## config.mk

```make
export PLATFORM = sky130hd
export DESIGN_NAME = preprocess_issuer_flat
export DESIGN_NICKNAME = d
export VERILOG_FILES = /design/src/rtl/ic_pkg.sv /design/src/rtl/preprocess_issuer_if.sv /design/src/rtl/pp_result_fifo.sv /design/src/rtl/preprocess_issuer.sv /design/src/flat_wrapper.sv
export SDC_FILE = /design/constraint.sdc
export NUM_CORES = 2
export LEC_CHECK = 0
export BUFFER_PORTS_ARGS = -buffer_cell sky130_fd_sc_hd__buf_2
export CORE_AREA = 5 5 535 537
export CTS_CLUSTER_SIZE = 10
export DETAILED_ROUTE_END_ITERATION = 12
export DIE_AREA = 0 0 540 542
export SYNTH_ARGS = -nofsm -noshare
export SYNTH_HDL_FRONTEND = slang
export SYNTH_SLANG_ARGS = --single-unit
export TNS_END_PERCENT = 5
```

## constraint.sdc

```tcl
create_clock -name clk -period 36.7 [get_ports clk]
set_input_delay 7.34 -clock clk [delete_from_list [all_inputs] [get_ports clk]]
set_output_delay 7.34 -clock clk [all_outputs]
set_load 0.01 [all_outputs]
```

## src/rtl/ic_pkg.sv

```systemverilog
// Shared types for the intersection core: float/vector widths, the
// preprocess result record and the issuer sequencer states.
package ic_pkg;

    localparam int FLT_W    = 32;
    localparam int VEC_W    = 3 * FLT_W;
    localparam int TRI_ID_W = 10;

    // One preprocessed triangle as handed to the intersection math.
    typedef struct packed {
        logic [TRI_ID_W-1:0] tri_id;
        logic [VEC_W-1:0]    v0v1;
        logic [VEC_W-1:0]    v0v2;
        logic [VEC_W-1:0]    tvec;
    } pp_result_t;

    typedef enum logic [1:0] {
        S_IDLE  = 2'd0,
        S_RUN   = 2'd1,
        S_DRAIN = 2'd2,
        S_DONE  = 2'd3
    } issuer_state_t;

endpackage

```

## src/rtl/preprocess_issuer_if.sv

```systemverilog
// Valid/ready result port from the preprocess issuer to the intersection math.
interface preprocess_issuer_if #(
    parameter int TRI_ADDR_W = 10
);
    import ic_pkg::*;

    logic                  out_valid;
    logic                  out_ready;
    logic [TRI_ADDR_W-1:0] out_tri_id;
    logic [VEC_W-1:0]      out_v0v1;
    logic [VEC_W-1:0]      out_v0v2;
    logic [VEC_W-1:0]      out_tvec;

    modport master (
        output out_valid, out_tri_id, out_v0v1, out_v0v2, out_tvec,
        input  out_ready
    );

    modport slave (
        input  out_valid, out_tri_id, out_v0v1, out_v0v2, out_tvec,
        output out_ready
    );

endinterface

```

## src/rtl/pp_result_fifo.sv

```systemverilog
// Synchronous result FIFO with occupancy count. Push and pop may coincide at
// any fill level, including full. Read data is forced to zero while empty so
// the output bus has a defined value without resetting the storage array.
module pp_result_fifo
    import ic_pkg::*;
#(
    parameter int DEPTH = 8
) (
    input  logic                   clk,
    input  logic                   rst,
    input  logic                   push_i,
    input  pp_result_t             wdata_i,
    input  logic                   pop_i,
    output pp_result_t             rdata_o,
    output logic [$clog2(DEPTH):0] count_o,
    output logic                   empty_o
);

    localparam int AW    = $clog2(DEPTH);
    localparam int CNT_W = AW + 1;

    pp_result_t       mem_q [DEPTH];
    logic [AW-1:0]    wr_ptr_q;
    logic [AW-1:0]    rd_ptr_q;
    logic [CNT_W-1:0] count_q;
    logic [CNT_W-1:0] count_d;
    logic             full;
    logic             do_push;
    logic             do_pop;

    assign empty_o = (count_q == '0);
    assign full    = (count_q == CNT_W'(DEPTH));
    assign do_pop  = pop_i && !empty_o;
    assign do_push = push_i && (!full || do_pop);
    assign count_o = count_q;
    assign rdata_o = empty_o ? '0 : mem_q[rd_ptr_q];

    // Next occupancy from the push/pop pair.
    always_comb begin
        count_d = count_q;
        if (do_push && !do_pop) begin
            count_d = count_q + CNT_W'(1);
        end else if (do_pop && !do_push) begin
            count_d = count_q - CNT_W'(1);
        end
    end

    // Pointer and occupancy registers.
    always_ff @(posedge clk) begin
        if (!rst) begin
            wr_ptr_q <= '0;
            rd_ptr_q <= '0;
            count_q  <= '0;
        end else begin
            if (do_push) begin
                wr_ptr_q <= wr_ptr_q + AW'(1);
            end
            if (do_pop) begin
                rd_ptr_q <= rd_ptr_q + AW'(1);
            end
            count_q <= count_d;
        end
    end

    // Storage array; data only, never reset.
    always_ff @(posedge clk) begin
        if (do_push) begin
            mem_q[wr_ptr_q] <= wdata_i;
        end
    end

    // Credit accounting upstream must never let a write land on a full FIFO.
    always_ff @(posedge clk) begin
        if (rst) begin
            assert (!(push_i && full && !pop_i))
                else $error("pp_result_fifo: write to full FIFO");
        end
    end

endmodule

```

## src/rtl/preprocess_issuer.sv

```systemverilog
// Drives the triangle preprocess stage: sweeps triangle memory under a credit
// limit, tags each issue with its triangle ID through a delay line matched to
// the adder latency, and captures the adder outputs into a result FIFO that
// drains over a valid/ready port.
module preprocess_issuer
    import ic_pkg::*;
#(
    parameter int TRI_ADDR_W = 10,
    parameter int ADD_LAT    = 3,
    parameter int FIFO_DEPTH = 8
) (
    input  logic                   clk,
    input  logic                   rst,
    input  logic                   start,
    input  logic [TRI_ADDR_W:0]    num_tri,
    input  logic [VEC_W-1:0]       orig,
    output logic                   busy,
    output logic                   done,
    output logic                   tri_rd_en,
    output logic [TRI_ADDR_W-1:0]  tri_rd_addr,
    input  logic [3*VEC_W-1:0]     tri_rd_data,
    output logic [VEC_W-1:0]       pp_v0,
    output logic [VEC_W-1:0]       pp_v1,
    output logic [VEC_W-1:0]       pp_v2,
    output logic [VEC_W-1:0]       pp_orig,
    input  logic [VEC_W-1:0]       pp_v0v1,
    input  logic [VEC_W-1:0]       pp_v0v2,
    input  logic [VEC_W-1:0]       pp_tvec,
    preprocess_issuer_if.master    res
);

    localparam int CNT_W = $clog2(FIFO_DEPTH) + 1;
    localparam int SUM_W = CNT_W + 1;

    issuer_state_t         state_q;
    logic                  busy_q;
    logic                  done_q;
    logic [TRI_ADDR_W:0]   num_q;
    logic [VEC_W-1:0]      orig_q;
    logic [TRI_ADDR_W:0]   issue_idx_q;
    logic [TRI_ADDR_W:0]   issue_idx_d;
    logic [CNT_W-1:0]      in_flight_q;
    logic [CNT_W-1:0]      in_flight_d;
    logic [ADD_LAT:0]      tag_vld_q;
    logic [TRI_ADDR_W-1:0] tag_id_q [ADD_LAT+1];

    logic                  start_acc;
    logic                  issue;
    logic                  last_issue;
    logic                  drained;
    logic [SUM_W-1:0]      credit_sum;
    logic                  fifo_push;
    logic                  fifo_pop;
    logic                  fifo_empty;
    logic [CNT_W-1:0]      fifo_count;
    pp_result_t            wr_data;
    pp_result_t            rd_data;

    // Outstanding work is everything in the adders plus everything queued;
    // counting queued entries before this cycle's pop keeps the bound safe.
    assign credit_sum  = SUM_W'(in_flight_q) + SUM_W'(fifo_count);
    assign start_acc   = (state_q == S_IDLE) && start;
    assign issue       = (state_q == S_RUN) && (issue_idx_q < num_q)
                         && (credit_sum < SUM_W'(FIFO_DEPTH));
    assign issue_idx_d = issue_idx_q + (TRI_ADDR_W+1)'(1);
    assign last_issue  = issue && (issue_idx_d == num_q);
    assign fifo_push   = tag_vld_q[ADD_LAT];
    assign fifo_pop    = res.out_valid && res.out_ready;
    // Sweep is finished once nothing is in the adders and the FIFO is empty
    // or its last entry leaves this cycle.
    assign drained     = (in_flight_q == '0)
                         && ((fifo_count == '0)
                             || ((fifo_count == CNT_W'(1)) && fifo_pop));

    assign busy        = busy_q;
    assign done        = done_q;
    assign tri_rd_en   = issue;
    assign tri_rd_addr = issue_idx_q[TRI_ADDR_W-1:0];
    assign pp_v0       = tri_rd_data[VEC_W-1:0];
    assign pp_v1       = tri_rd_data[2*VEC_W-1:VEC_W];
    assign pp_v2       = tri_rd_data[3*VEC_W-1:2*VEC_W];
    assign pp_orig     = orig_q;

    // Sweep sequencer with registered busy/done.
    always_ff @(posedge clk) begin
        if (!rst) begin
            state_q <= S_IDLE;
            busy_q  <= 1'b0;
            done_q  <= 1'b0;
            num_q   <= '0;
            orig_q  <= '0;
        end else begin
            case (state_q)
                S_IDLE: begin
                    if (start) begin
                        num_q  <= num_tri;
                        orig_q <= orig;
                        busy_q <= 1'b1;
                        if (num_tri == '0) begin
                            state_q <= S_DONE;
                            done_q  <= 1'b1;
                        end else begin
                            state_q <= S_RUN;
                        end
                    end
                end
                S_RUN: begin
                    if (last_issue) begin
                        state_q <= S_DRAIN;
                    end
                end
                S_DRAIN: begin
                    if (drained) begin
                        state_q <= S_DONE;
                        done_q  <= 1'b1;
                    end
                end
                S_DONE: begin
                    state_q <= S_IDLE;
                    busy_q  <= 1'b0;
                    done_q  <= 1'b0;
                end
                default: begin
                    state_q <= S_IDLE;
                    busy_q  <= 1'b0;
                    done_q  <= 1'b0;
                end
            endcase
        end
    end

    // Adder occupancy: up on issue, down when the tagged result is captured.
    always_comb begin
        in_flight_d = in_flight_q;
        case ({issue, fifo_push})
            2'b10:   in_flight_d = in_flight_q + CNT_W'(1);
            2'b01:   in_flight_d = in_flight_q - CNT_W'(1);
            default: in_flight_d = in_flight_q;
        endcase
    end

    // Issue index and in-flight credit counter.
    always_ff @(posedge clk) begin
        if (!rst) begin
            issue_idx_q <= '0;
            in_flight_q <= '0;
        end else begin
            if (start_acc) begin
                issue_idx_q <= '0;
            end else if (issue) begin
                issue_idx_q <= issue_idx_d;
            end
            in_flight_q <= in_flight_d;
        end
    end

    // Tag valid bits: one read-data cycle plus ADD_LAT adder cycles.
    always_ff @(posedge clk) begin
        if (!rst) begin
            tag_vld_q <= '0;
        end else begin
            tag_vld_q <= {tag_vld_q[ADD_LAT-1:0], issue};
        end
    end

    // Tag IDs ride alongside the valid bits; qualified by them, so no reset.
    always_ff @(posedge clk) begin
        tag_id_q[0] <= issue_idx_q[TRI_ADDR_W-1:0];
        for (int k = 1; k <= ADD_LAT; k++) begin
            tag_id_q[k] <= tag_id_q[k-1];
        end
    end

    // Pack the adder outputs with the matching tag for the FIFO.
    always_comb begin
        wr_data        = '0;
        wr_data.tri_id = TRI_ID_W'(tag_id_q[ADD_LAT]);
        wr_data.v0v1   = pp_v0v1;
        wr_data.v0v2   = pp_v0v2;
        wr_data.tvec   = pp_tvec;
    end

    pp_result_fifo #(
        .DEPTH (FIFO_DEPTH)
    ) u_fifo (
        .clk     (clk),
        .rst     (rst),
        .push_i  (fifo_push),
        .wdata_i (wr_data),
        .pop_i   (fifo_pop),
        .rdata_o (rd_data),
        .count_o (fifo_count),
        .empty_o (fifo_empty)
    );

    assign res.out_valid  = !fifo_empty;
    assign res.out_tri_id = rd_data.tri_id[TRI_ADDR_W-1:0];
    assign res.out_v0v1   = rd_data.v0v1;
    assign res.out_v0v2   = rd_data.v0v2;
    assign res.out_tvec   = rd_data.tvec;

endmodule

```

## src/flat_wrapper.sv

```systemverilog
// flat-port wrapper written by rule: the top's interface ports become plain ports
module preprocess_issuer_flat import ic_pkg::*;
#(
    parameter int TRI_ADDR_W = 10,
    parameter int ADD_LAT    = 3,
    parameter int FIFO_DEPTH = 8
)
  (clk, rst, start, num_tri, orig, busy, done, tri_rd_en, tri_rd_addr, tri_rd_data, pp_v0, pp_v1, pp_v2, pp_orig, pp_v0v1, pp_v0v2, pp_tvec, res_out_valid, res_out_tri_id, res_out_v0v1, res_out_v0v2, res_out_tvec, res_out_ready);
  preprocess_issuer_if #(.TRI_ADDR_W(TRI_ADDR_W)) res_i ();
  input  logic clk;
  input  logic rst;
  input  logic start;
  input  logic [TRI_ADDR_W:0] num_tri;
  input  logic [VEC_W-1:0] orig;
  output logic busy;
  output logic done;
  output logic tri_rd_en;
  output logic [TRI_ADDR_W-1:0] tri_rd_addr;
  input  logic [3*VEC_W-1:0] tri_rd_data;
  output logic [VEC_W-1:0] pp_v0;
  output logic [VEC_W-1:0] pp_v1;
  output logic [VEC_W-1:0] pp_v2;
  output logic [VEC_W-1:0] pp_orig;
  input  logic [VEC_W-1:0] pp_v0v1;
  input  logic [VEC_W-1:0] pp_v0v2;
  input  logic [VEC_W-1:0] pp_tvec;
  output wire logic [$bits(res_i.out_valid)-1:0] res_out_valid;
  output wire logic [$bits(res_i.out_tri_id)-1:0] res_out_tri_id;
  output wire logic [$bits(res_i.out_v0v1)-1:0] res_out_v0v1;
  output wire logic [$bits(res_i.out_v0v2)-1:0] res_out_v0v2;
  output wire logic [$bits(res_i.out_tvec)-1:0] res_out_tvec;
  input wire logic [$bits(res_i.out_ready)-1:0] res_out_ready;
  assign res_out_valid = res_i.out_valid;
  assign res_out_tri_id = res_i.out_tri_id;
  assign res_out_v0v1 = res_i.out_v0v1;
  assign res_out_v0v2 = res_i.out_v0v2;
  assign res_out_tvec = res_i.out_tvec;
  assign res_i.out_ready = res_out_ready;
  preprocess_issuer #(.TRI_ADDR_W(TRI_ADDR_W), .ADD_LAT(ADD_LAT), .FIFO_DEPTH(FIFO_DEPTH)) u_core (.clk(clk), .rst(rst), .start(start), .num_tri(num_tri), .orig(orig), .busy(busy), .done(done), .tri_rd_en(tri_rd_en), .tri_rd_addr(tri_rd_addr), .tri_rd_data(tri_rd_data), .pp_v0(pp_v0), .pp_v1(pp_v1), .pp_v2(pp_v2), .pp_orig(pp_orig), .pp_v0v1(pp_v0v1), .pp_v0v2(pp_v0v2), .pp_tvec(pp_tvec), .res(res_i));
endmodule
```

Word-level counts from Yosys, hierarchy flattened --
Memory sizes are Yosys's and may differ from the RTL's. A register that Yosys moved wholly into a read port is not among the register bits. Cells that the tools add are included. W data, S select, Z words.
Word-level totals: memories 2, flip-flop bits (word level) 140, output and inout bits 696, bits of input ports 687, RAM bits 2424, logic and storage cells 85
Operators by class: reduce and logical (&&, ||, !) cells 30, muxes and demuxes 19, $lt $le $gt $ge 2, add/sub/neg operators 8, bitwise logic cells 1, eq/ne operators 12
Memory list:
- u_core.u_fifo.mem_q | depth 8, bits a word 298, rd ports 1, clocked after Yosys merged registers in 1, write ports 1, RTL line pp_result_fifo.sv:22 | pp_result_t mem_q [DEPTH];
- u_core.tag_id_q | depth 4, bits a word 10, rd ports 4, clocked after Yosys merged registers in 0, write ports 4, RTL line preprocess_issuer.sv:45 | logic [TRI_ADDR_W-1:0] tag_id_q [ADD_LAT+1];
Operator list (count):
- $mux W298 | 1
- $add A11 B1 Y11 const B | 1
- $eq A11 B11 Y1 | 1
- $logic_and A1 B1 Y1 | 11
- $logic_not A11 Y1 | 1
- $lt A11 B11 Y1 | 1
- $add A4 B1 Y4 const B | 2
- $logic_not A4 Y1 | 2
- $mux W2 | 4
- $mux W4 | 2
- $pmux W2 S4 | 1
- $pmux W4 S2 | 1
- $sub A4 B1 Y4 const B | 2
- $add A3 B1 Y3 const B | 2
- $eq A2 B2 Y1 const B | 3
- $mux W1 | 6
- $mux W3 | 2
- $reduce_bool A2 Y1 | 3
- $add A4 B4 Y5 | 1
- $lt A5 B4 Y1 const B | 1
- $eq A2 B1 Y1 const B | 2
- $eq A4 B1 Y1 const B | 1
- $eq A4 B4 Y1 const B | 1
- $logic_not A1 Y1 | 4
- other kinds (12) | 16

Depth between registers and ports, before layout --
depth in word-level cells 10, depth in mapped cells 13, gate-level depth less buffers 13

By module --
A second synthesis with hierarchy kept.
Unflattened totals: cells, all modules 4866, area, all modules 99501.7 um^2
Modules (own cells, without submodules):
- pp_result_fifo | instances 1, cells each 3848, area an instance 91054.8 um^2, sequential area each 71848.9 um^2
- preprocess_issuer | instances 1, cells each 1018, area an instance 8446.9 um^2, sequential area each 3403.3 um^2

Worst setup path after synthesis --
Ideal clock, no wire load.
path type input-to-reg, start input port res_out_ready, end memory u_core.u_fifo.mem_q[0][0] (netlist bit), enable pin, arrival time 27855 ps, data required time 35377 ps, buffers on the path 1, cell stages on the path 4, library setup time 1323 ps, slack 7522 ps, cell sequence o31a_1 > clkbuf_1 > nand2b_1 > nor3_1
Between the ends: longest elaborated chain between the ends 6
Ends and longest elaborated chain:
- from (decl) | RTL line flat_wrapper.sv:32 | input wire logic [$bits(res_i.out_ready)-1:0] res_out_ready;
- $logic_and A1 B1 Y1 | RTL line preprocess_issuer.sv:68 | assign fifo_pop = res.out_valid && res.out_ready;
- $logic_and A1 B1 Y1 | RTL line pp_result_fifo.sv:33 | assign do_pop = pop_i && !empty_o;
- $logic_or A1 B1 Y1 | RTL line pp_result_fifo.sv:34 | assign do_push = push_i && (!full || do_pop);
- $logic_and A1 B1 Y1 | RTL line pp_result_fifo.sv:34
- via u_core.u_fifo.do_push | RTL line pp_result_fifo.sv:28 | logic do_push;
- $mux W1 | RTL line pp_result_fifo.sv:67 | if (do_push) begin
- $mux W1 (implied by the code) | RTL line pp_result_fifo.sv:68 | mem_q[wr_ptr_q] <= wdata_i;
- to (decl) | RTL line pp_result_fifo.sv:22
The timed path passes the listed nets, and every way through them passes these cells.

Worst setup path after layout --
start input port tri_rd_data[91], end output port pp_v0[91]
RTL lines:
- from (decl) | RTL line flat_wrapper.sv:19 | input logic [3*VEC_W-1:0] tri_rd_data;
- to (decl) | RTL line flat_wrapper.sv:20 | output logic [VEC_W-1:0] pp_v0;
No word-level cell between the ends.

==> qor.csv <==
stage,metric,value,unit
timing,crit share post-route,0.400,
grt,largest net degree at the start of global routing,108,
grt,initial antenna violation count,86,
logic_synthesis,number of flops mapped to enable cells by yosys,2384,
power_and_ir_drop,power per cell area,66.5,nW/µm²
power_and_ir_drop,Pwr Total,7.58,mW
finish,share of cells above drive strength 1,0.331,
worst_setup_path,crit path max fanout,1,
grt,first-pass GRT wire length,364000,µm
worst_setup_path,Worst Setup End Kind,primary output,
floorplanning,die area,293000,µm²
timing,Final Max Slew Viols,0,
timing,skew final,58.9,ps
clock_tree,clk_lat worst skew,900,ps
clock_tree,# H-tree levels,5,
floorplanning,Ports,1383,
logic_synthesis,most common cell in the netlist,edfxtp_1,
floorplanning,Die W,540,µm
finish,post-route cell area,114000,µm²
route,routed vias,48231,
clock_tree,"Hold-fix buffers, CTS",0,
grt,Total GRT Usage,0.168,
logic_synthesis,Synth Instances,4874,
power_and_ir_drop,sw power,2.14,mW
logic_synthesis,syn_nets,5590,
logic_synthesis,Ys Warns,0,
clock_tree,total CTS buffers,305,
floorplanning,starting density of the core,0.353,
grt,vias in the first global route,49861,
logic_synthesis,"Top FF cell, synth",edfxtp_1,
grt,grt ovf,0,
job,max cap viols,0,
route,routed wire length,255000,µm
route,drt pass-1 iters,5,
logic_synthesis,Commonest cells post-synth,"2384 x edfxtp_1, 596 x mux4_2, 341 x nor2_1",
worst_setup_path,Worst Path Arrival,7350,ps
placement,Area after DPL,105000,µm²
clock_tree,clk root buf,clkbuf_16,
logic_synthesis,Synth Register Bits,2567,
clock_tree,Max Root-Sink Buffers,4,
power_and_ir_drop,clock power share,0.350,
clock_tree,Worst-path clk slew,50,ps
placement,dpl hpwl,157000,µm
logic_synthesis,post-synth top area share,0.722,
logic_synthesis,top post-synthesis cells by area,"edfxtp_1 72%, mux4_2 14%, dfxtp_1 3.7%, mux2i_1 3.1%, buf_4 2.3%",
placement,Final GP Congestion,0.773,
route,Post-DRT Antenna Nets,0,
clock_tree,CTS resizes,0,
timing,maximum operating frequency,68.1,MHz
logic_synthesis,ys async rst share,0,
worst_setup_path,crit start category,input port,
route,Detailed Route Iter0 Violations,4134,
power_and_ir_drop,Leak,36.6,nW
power_and_ir_drop,Internal,5.45,mW
timing,Sum Neg Setup Slack,0,ps
finish,end-of-flow core utilization,0.406,
route,DRC violations left,0,
clock_tree,setup bufs post-CTS,0,
clock_tree,CTS tree,built,
floorplanning,Die H,542,µm
route,vias per cell,5.12,
worst_setup_path,Critical Path RT,29360,ps
timing,Worst Tran Pin Value,1130,ps
floorplanning,CORE AREA,281000,µm²
logic_synthesis,sequential-to-total area share from yosys stat,0.759,
clock_tree,CTS sink count,2567,
placement,port bufs,806,
floorplanning,FP Rows,195,
timing,Fin. Hold Viols,0,
power_and_ir_drop,Comb pwr share,0.220,
power_and_ir_drop,Seq pwr share,0.430,
power_and_ir_drop,"IR drop worst, VDD",59.3,µV
logic_synthesis,Synth cell types,60,
timing,RSZ-0062 raised after global routing,no,
logic_synthesis,synthesized area per cell,20.3,µm²
timing,Setup-failing EPs final,0,
power_and_ir_drop,Sw Ratio,0.282,
route,per-cell routed wire length,27.1,µm
finish,"Net count, final",6252,
worst_setup_path,R2R setup slack,31040,ps
timing,Worst slew margin,0.248,
min_path,worst hold path type,reg2reg,
run_status,outcome,"finished, final reports clean",
logic_synthesis,synthesized area,99100,µm²
logic_synthesis,Yosys top cell by area,edfxtp_1,
finish,Layout area overhead,15.1,%
timing,Tmin final,14690,ps
worst_setup_path,Crit Path Class,in2out,
[flip-flops by register name (all words and copies together), names as in the netlist, named ones only]
name / flops
u_core.tag_id_q: 40
u_core.u_fifo.wr_ptr_q: 3
u_core.num_q: 11
u_core.state_q: 2
u_core.issue_idx_q: 11
u_core.done: 1
u_core.busy: 1
u_core.u_fifo.count_o: 4
u_core.u_fifo.rd_ptr_q: 3
u_core.in_flight_q: 4
u_core.u_fifo.mem_q: 2384
u_core.tag_vld_q: 4
u_core.pp_orig: 96
[layer usage]
layer / routed length (µm) / vias up / GRT usage
met5: 1130 / - / 0.0204
met4: 8250 / 62 / 0.0559
met3: 28300 / 533 / 0.0764
met2: 118000 / 1924 / 0.259
met1: 99600 / 25241 / 0.210
li1: - / 20471 / -
[placed cells by master, fill, tap and decap left out, types with 7 or more instances in the layout]
cell type  instances
edfxtp_1        2384
buf_2            806
mux4_2           596
nor2_1           334
clkbuf_16        308
mux2i_1          304
nand2_1          224
dfxtp_1          180
a21oi_1          123
buf_4             81
clkbuf_1          60
diode_2           37
ha_1              29
xor2_1            24
inv_1             21
clkinv_2          12
nand3_1           11
o21ai_0           10
nand4_1            9
buf_12             9
clkinv_1           8
nor2_4             7
[per-stage QoR]
| stage | worst slack (ps) | hold slack [ps] | instances |
|---|---|---|---|
| 3_3_place_gp | 22000 | 310 | 8972 |
| 2_1_floorplan | 7520 | 310 | 4874 |
| 5_1_grt | 22010 | 325 | 9404 |
| 6_report | 22010 | 322 | 9425 |
| 4_1_cts | 22000 | 323 | 9388 |
| 3_5_place_dp | 22000 | 312 | 8972 |
[logic make-up (layout without fill, tap and decap cells)]
family / Yosys count / after routing / synth area share
flip-flops: 2567 / 2567 / 0.759
multiplexers: 900 / 900 / 0.166
other: 0 / 37 / 0
adder cells (fa/ha/maj): 29 / 29 / 0.00366
AND/OR/NAND/NOR: 628 / 628 / 0.0256
AO/OA/AOI/OAI: 158 / 158 / 0.00905
buffers and inverters: 563 / 1334 / 0.0335
XOR/XNOR: 29 / 29 / 0.00256
[path summary, 6_finish.rpt]
path | cells past startpoint | end | from
setup / recovery | 0 | pp_v0[91] | tri_rd_data[91]
hold / removal | 0 | u_core.tag_id_q[2][3] | u_core.tag_id_q[1][3]
hold reg to reg | 0 | u_core.tag_id_q[2][3] | u_core.tag_id_q[1][3]
setup reg to reg | 10 | u_core.u_fifo.mem_q[7][9] | u_core.u_fifo.count_o[0]
[area by class of cell]
cell class	count	area (µm²)
Sequential cell	2567	75300
Fill cell	24949	167000
Antenna cell	37	92.6
Tap cell	3743	4680
Timing Repair Buffer	896	4820
Multi-Input combinational cell	1744	20600
Inverter	22	83.8
Clock buffer	369	7950
Clock inverter	47	599
[power by group through the flow]
| stage | combinational [mW] | sequential (mW) | clock [mW] |
|---|---|---|---|
| after floorplan | 1.08 | 3.32 | 0 |
| after global placement | 1.70 | 3.32 | 0 |
| after detailed placement | 1.71 | 3.32 | 0 |
| after CTS | 1.71 | 3.26 | 2.74 |
| after global routing | 1.80 | 3.27 | 2.86 |
| final | 1.67 | 3.26 | 2.66 |
No activity file was read; power rests on OpenSTA's default activity.
